[src/rtl/nibble_serial_adder_pkg.sv]
// Shared definitions for the nibble-serial adder: slice width, FSM encoding,
// and the counter-width helper.
package add_pkg;

  localparam int NIBBLE_W = 4;

  typedef enum logic [1:0] {
    IDLE = 2'd0,
    RUN  = 2'd1,
    DONE = 2'd2
  } state_e;

  // Bits needed to count 0..n-1, never fewer than one.
  function automatic int clog2(input int n);
    int r;
    r = 0;
    for (int i = 0; i < 31; i++) begin
      if ((1 << i) < n) r = i + 1;
    end
    return (r < 1) ? 1 : r;
  endfunction

endpackage

[src/rtl/nibble_serial_adder_if.sv]
// Request/result bundle of the nibble-serial adder; the requester drives
// start/a/b/cin and observes busy/done/sum/cout.
interface nibble_serial_adder_if
  import add_pkg::*;
#(
  parameter int NIBBLES = 4
);
  localparam int W = NIBBLE_W * NIBBLES;

  logic         start;
  logic [W-1:0] a;
  logic [W-1:0] b;
  logic         cin;
  logic         busy;
  logic         done;
  logic [W-1:0] sum;
  logic         cout;

  modport master (
    output start, a, b, cin,
    input  busy, done, sum, cout
  );

  modport slave (
    input  start, a, b, cin,
    output busy, done, sum, cout
  );

endinterface

[src/rtl/nibble_serial_adder_add4.sv]
// Existing 4-bit ripple-carry adder slice; purely combinational.
module add4
  import add_pkg::*;
(
  input  logic [NIBBLE_W-1:0] a_i,
  input  logic [NIBBLE_W-1:0] b_i,
  input  logic                cin_i,
  output logic [NIBBLE_W-1:0] sum_o,
  output logic                cout_o
);

  logic [NIBBLE_W:0] c;

  always_comb begin
    c     = '0;
    sum_o = '0;
    c[0]  = cin_i;
    for (int i = 0; i < NIBBLE_W; i++) begin
      sum_o[i] = a_i[i] ^ b_i[i] ^ c[i];
      c[i+1]   = (a_i[i] & b_i[i]) | (a_i[i] & c[i]) | (b_i[i] & c[i]);
    end
  end

  assign cout_o = c[NIBBLE_W];

endmodule

[src/rtl/nibble_serial_adder.sv]
// Wide adder that streams operands through one add4 slice, LS nibble first,
// carrying between nibbles in a register; result appears with a done pulse.
module nibble_serial_adder
  import add_pkg::*;
#(
  parameter int NIBBLES = 4
) (
  input  logic                  clk,
  input  logic                  rst,
  nibble_serial_adder_if.slave  bus
);

  localparam int W     = NIBBLE_W * NIBBLES;
  localparam int CNT_W = clog2(NIBBLES);
  localparam logic [CNT_W-1:0] LAST_CNT = CNT_W'(NIBBLES - 1);

  state_e             state_q, state_d;
  logic [W-1:0]       a_q, a_d;
  logic [W-1:0]       b_q, b_d;
  logic [W-1:0]       res_q, res_d;
  logic [W-1:0]       sum_q, sum_d;
  logic               carry_q, carry_d;
  logic               cout_q, cout_d;
  logic [CNT_W-1:0]   cnt_q, cnt_d;

  logic [NIBBLE_W-1:0] slice_sum;
  logic                slice_cout;
  logic [W-1:0]        res_shift;

  add4 u_add4 (
    .a_i    (a_q[NIBBLE_W-1:0]),
    .b_i    (b_q[NIBBLE_W-1:0]),
    .cin_i  (carry_q),
    .sum_o  (slice_sum),
    .cout_o (slice_cout)
  );

  // New nibble enters at the top so the LS nibble ends up at bit 0 after NIBBLES shifts.
  assign res_shift = (res_q >> NIBBLE_W) | (W'(slice_sum) << (W - NIBBLE_W));

  always_comb begin
    state_d = state_q;
    a_d     = a_q;
    b_d     = b_q;
    res_d   = res_q;
    sum_d   = sum_q;
    carry_d = carry_q;
    cout_d  = cout_q;
    cnt_d   = cnt_q;
    case (state_q)
      IDLE, DONE: begin
        if (bus.start) begin
          a_d     = bus.a;
          b_d     = bus.b;
          carry_d = bus.cin;
          cnt_d   = '0;
          state_d = RUN;
        end else begin
          state_d = IDLE;
        end
      end
      RUN: begin
        a_d     = a_q >> NIBBLE_W;
        b_d     = b_q >> NIBBLE_W;
        res_d   = res_shift;
        carry_d = slice_cout;
        cnt_d   = cnt_q + CNT_W'(1);
        if (cnt_q == LAST_CNT) begin
          sum_d   = res_shift;
          cout_d  = slice_cout;
          state_d = DONE;
        end
      end
      default: state_d = IDLE;
    endcase
  end

  always_ff @(posedge clk or posedge rst) begin
    if (rst) begin
      state_q <= IDLE;
      a_q     <= '0;
      b_q     <= '0;
      res_q   <= '0;
      sum_q   <= '0;
      carry_q <= 1'b0;
      cout_q  <= 1'b0;
      cnt_q   <= '0;
    end else begin
      state_q <= state_d;
      a_q     <= a_d;
      b_q     <= b_d;
      res_q   <= res_d;
      sum_q   <= sum_d;
      carry_q <= carry_d;
      cout_q  <= cout_d;
      cnt_q   <= cnt_d;
    end
  end

  assign bus.busy = (state_q == RUN);
  assign bus.done = (state_q == DONE);
  assign bus.sum  = sum_q;
  assign bus.cout = cout_q;

endmodule

[src/flat_wrapper.sv]
// flat-port wrapper written by rule: the top's interface ports become plain ports
module nibble_serial_adder_flat import add_pkg::*;
#(
  parameter int NIBBLES = 4
)
  (clk, rst, bus_start, bus_a, bus_b, bus_cin, bus_busy, bus_done, bus_sum, bus_cout);
  nibble_serial_adder_if #(.NIBBLES(NIBBLES)) bus_i ();
  input  logic clk;
  input  logic rst;
  input wire logic [$bits(bus_i.start)-1:0] bus_start;
  input wire logic [$bits(bus_i.a)-1:0] bus_a;
  input wire logic [$bits(bus_i.b)-1:0] bus_b;
  input wire logic [$bits(bus_i.cin)-1:0] bus_cin;
  output wire logic [$bits(bus_i.busy)-1:0] bus_busy;
  output wire logic [$bits(bus_i.done)-1:0] bus_done;
  output wire logic [$bits(bus_i.sum)-1:0] bus_sum;
  output wire logic [$bits(bus_i.cout)-1:0] bus_cout;
  assign bus_i.start = bus_start;
  assign bus_i.a = bus_a;
  assign bus_i.b = bus_b;
  assign bus_i.cin = bus_cin;
  assign bus_busy = bus_i.busy;
  assign bus_done = bus_i.done;
  assign bus_sum = bus_i.sum;
  assign bus_cout = bus_i.cout;
  nibble_serial_adder #(.NIBBLES(NIBBLES)) u_core (.clk(clk), .rst(rst), .bus(bus_i));
endmodule
[config.mk]
export PLATFORM = sky130hd
export DESIGN_NAME = nibble_serial_adder_flat
export DESIGN_NICKNAME = d
export VERILOG_FILES = /design/src/rtl/nibble_serial_adder_pkg.sv /design/src/rtl/nibble_serial_adder_if.sv /design/src/rtl/nibble_serial_adder_add4.sv /design/src/rtl/nibble_serial_adder.sv /design/src/flat_wrapper.sv
export SDC_FILE = /design/constraint.sdc
export NUM_CORES = 1
export LEC_CHECK = 0
export BUFFER_PORTS_ARGS = -buffer_cell sky130_fd_sc_hd__buf_4
export CORE_AREA = 8 8 78 98
export DETAILED_ROUTE_END_ITERATION = 12
export DIE_AREA = 0 0 86 106
export GPL_ROUTABILITY_DRIVEN = 0
export GPL_TIMING_DRIVEN = 0
export HOLD_SLACK_MARGIN = 0.02
export PLACE_DENSITY_LB_ADDON = 0.3
export SKIP_CTS_REPAIR_TIMING = 1
export SYNTH_ARGS = -nofsm -noshare
export SYNTH_HDL_FRONTEND = slang
export SYNTH_SLANG_ARGS = --single-unit
[constraint.sdc]
create_clock -name clk -period 2.16 [get_ports clk]
set_input_delay 0.216 -clock clk [delete_from_list [all_inputs] [get_ports clk]]
set_output_delay 0.216 -clock clk [all_outputs]
set_load 0.02 [all_outputs]
==> impl_metrics.toml <==
[floorplan]
core-area_um2 = 6230
die_x_um = 86
die-area_um2 = 9120
initial_utilization_pct = 46.7
placementRows = 33
io_pins = 55
die_h_um = 106

[sta]
worst_slack_ps = 8.78
fin_hold_ws_ps = -11.9
period_minus_slack_ps = 2150
slew_headroom_pct = 53.8
hold_viol = 14
fmax_mhz = 465
slew_violations = 0
final-setup-viol-count = 0
tns_ps = 0
rsz0062_at_grt = "true"
tightest_slew_ps = 693
fin_skew_ps = 4.33
post-route-period-util_pct = 99.6

[worst_setup_path]
crit_required_ps = 2420
crit_chain = "inv_2 > fa_2 > inv_2 > fa_2 > fa_2 > inv_2 > fa_1 > o21ai_1"
critPathSlowestCell = "fa_1"
critPathCaptureType = "flip-flop"
cp_num_buf_inv = 3
start_kind = "flip-flop"
cp_max_fo = 2
max_stage_delay_ps = 440
crit_arrival_ps = 2410
crit_type = "flip-flop to flip-flop"
path_delay_family = "adder cells"

[layout]
instances_no_fill = 407
diodes = 0
layout-drive-gt1-share_pct = 35.6
multi_input_area_um2 = 1060
nets = 359
area_delta_synth_final_pct = 24.3
fillers = 564
regArea_um2 = 1650
fin_area_um2 = 3620

[yosys]
synth.top_cell.area_share_pct = 56.7
yosysSeqAreaShare_pct = 56.7
syn_inst = 252
yosysUniqueCellTypes = 29
synth_area_leaders = "dfrtp_1 (57%), mux2_4 (6.7%), o22ai_1 (4.7%), buf_6 (4.6%), nand2_1 (4.5%)"
synth_area_um2 = 2910
synth_seq_cells = 66
synth_warnings = 0
syn_avg_cell_area_um2 = 11.6
yosysTopAreaCell = "dfrtp_1"
synth_nets = 293

[run_status]
status = "finished with violations"
violations = "negative hold slack"

[clock_network]
clock-root-buffer = "clkbuf_8"
cts_buffers = 9
insertion_delay_ps = 340
cts_buffer_depth = 2
clk_pin_slew_ps = 60
clkSinkCount = 66
cts_tree = "built"
h-tree-depth = 3

[placed_design]
hpwl_um = 4550
place.detailed.instances = 393
portBuffers = 53
dp_worst_setup_slack_ps = -98.2
place_area_um2 = 3440

[flow_run]
cap_violations = 0

[routing]
ant_nets = 0
first_pass_iters = 4
vias = 2034
vias_per_cell = 5.00
wl_met1_um = 2710
wl_um = 6130
drcViolationCount = 0
met2WireLength_um = 2960
top_layer_used = "met4"
dr_wl_met3_um = 365
wl_per_cell_um = 15.1
drt_first_iter_violations = 79

[global_routing]
grt-ovfl-total = 0
grt_max_degree = 36
grt_use_total_pct = 14.5
grt_pass1_vias = 2171
grt_pass1_wl_um = 10300
antenna_found_initial = 0

[power_and_ir_drop]
p_leak_nw = 1.78
peakVddDrop_v = 0.000776
power.density_nw_per_um2 = 1610

[min_path]
hp-class = "input port to asynchronous set/reset pin"
==> cell families after synthesis <==
| kind of cell | synth area share, % |
|---|---|
| AO/OA/AOI/OAI | 10.2 |
| multiplexers | 8.80 |
| buffers and inverters | 7.43 |
| XOR/XNOR | 0.301 |
| flip-flops | 56.7 |
| adder cells (fa/ha/maj) | 3.18 |
| AND/OR/NAND/NOR | 13.4 |
==> registers in the layout (all words and copies together) (netlist names) <==
| register | count |
|---|---|
| u_core.state_q | 2 |
| u_core.cnt_q | 2 |
| u_core.a_q | 16 |
| u_core.res_q | 12 |
| u_core.bus.sum | 16 |
| u_core.carry_q | 1 |
| u_core.b_q | 16 |
| u_core.bus.cout | 1 |
==> worst register-to-register path, stage by stage (launching register included) <==
cell	delay, ps
dfrtp_1	370
inv_2	70
fa_2	200
inv_2	40
fa_2	340
fa_2	400
inv_2	70
fa_1	440
o21ai_1	150
==> per-stage QoR <==
step / utilization [%] / hold WS (ps) / power [mW]
6_report: 58.1 / -11.9 / 5.85
5_1_grt: 58.1 / 50.1 / 6.31
4_1_cts: 57.7 / 7.64 / 5.83
3_5_place_dp: 55.2 / 369 / 4.94
3_3_place_gp: 54.9 / 440 / 4.85
2_1_floorplan: - / 356 / 4.13
==> routing by layer <==
layer,vias to the layer above,global-route usage [%]
met2,56,23.3
met1,974,17.1
met5,-,0
met3,10,5.17
met4,0,6.41
li1,994,-
==> layout make-up <==
| class | count | area share (%) |
|---|---|---|
| buffer | 20 | 4.94 |
| clock buffer | 13 | 4.39 |
| inverter | 10 | 1.04 |
| multi-input combinational | 156 | 29.3 |
| sequential | 66 | 45.6 |
| tap | 87 | 3.01 |
| timing repair buffer | 55 | 11.7 |
==> path summary, 6_finish.rpt <==
kind                                        startpoint                              to  slack (ps)  cells after the start
max                         u_core.carry_q$_DFFE_PP0P_  u_core.bus.sum[15]$_DFFE_PP0P_           9                      8
min                                                rst   u_core.bus.sum[4]$_DFFE_PP0P_         -10                      2
max reg2reg                 u_core.carry_q$_DFFE_PP0P_  u_core.bus.sum[15]$_DFFE_PP0P_           9                      8
min reg2reg                u_core.res_q[6]$_DFFE_PP0P_     u_core.res_q[6]$_DFFE_PP0P_         480                      2
max in group asynchronous                          rst       u_core.b_q[5]$_DFFE_PP0P_        1550                      3
min in group clk                             bus_b[15]      u_core.b_q[15]$_DFFE_PP0P_         100                      2
==> cell usage in the layout (no fill, tap or decap), types with 11 or more instances in the layout <==
| master | instances |
|---|---|
| mux2_4 | 13 |
| buf_6 | 12 |
| o22ai_1 | 22 |
| nor3_1 | 18 |
| buf_4 | 56 |
| dfrtp_1 | 66 |
| nand2_1 | 35 |
| nor2_1 | 20 |
| clkbuf_8 | 11 |
==> Yosys cell counts (all sizes together) <==
library cell	instances
nand3b	1
nand3	3
nor3	18
nand2	35
mux2i	5
clkbuf	1
ha	1
o21ai	9
a21oi	6
inv	10
a211oi	2
a221oi	1
nor2	21
dfrtp	66
a22o	7
xnor2	1
mux2	14
nor2b	4
fa	4
o22ai	22
buf	19
nand2b	2
==> power breakdown <==
group          leakage, nW  switching, mW  total (mW)  internal [mW]
clock network       0.0815          0.422       0.884          0.461
registers            0.811          0.340        2.18           1.84
logic                0.884           1.44        2.79           1.35
total                 1.78           2.20        5.85           3.64
Power figures use the tool's default switching activity.
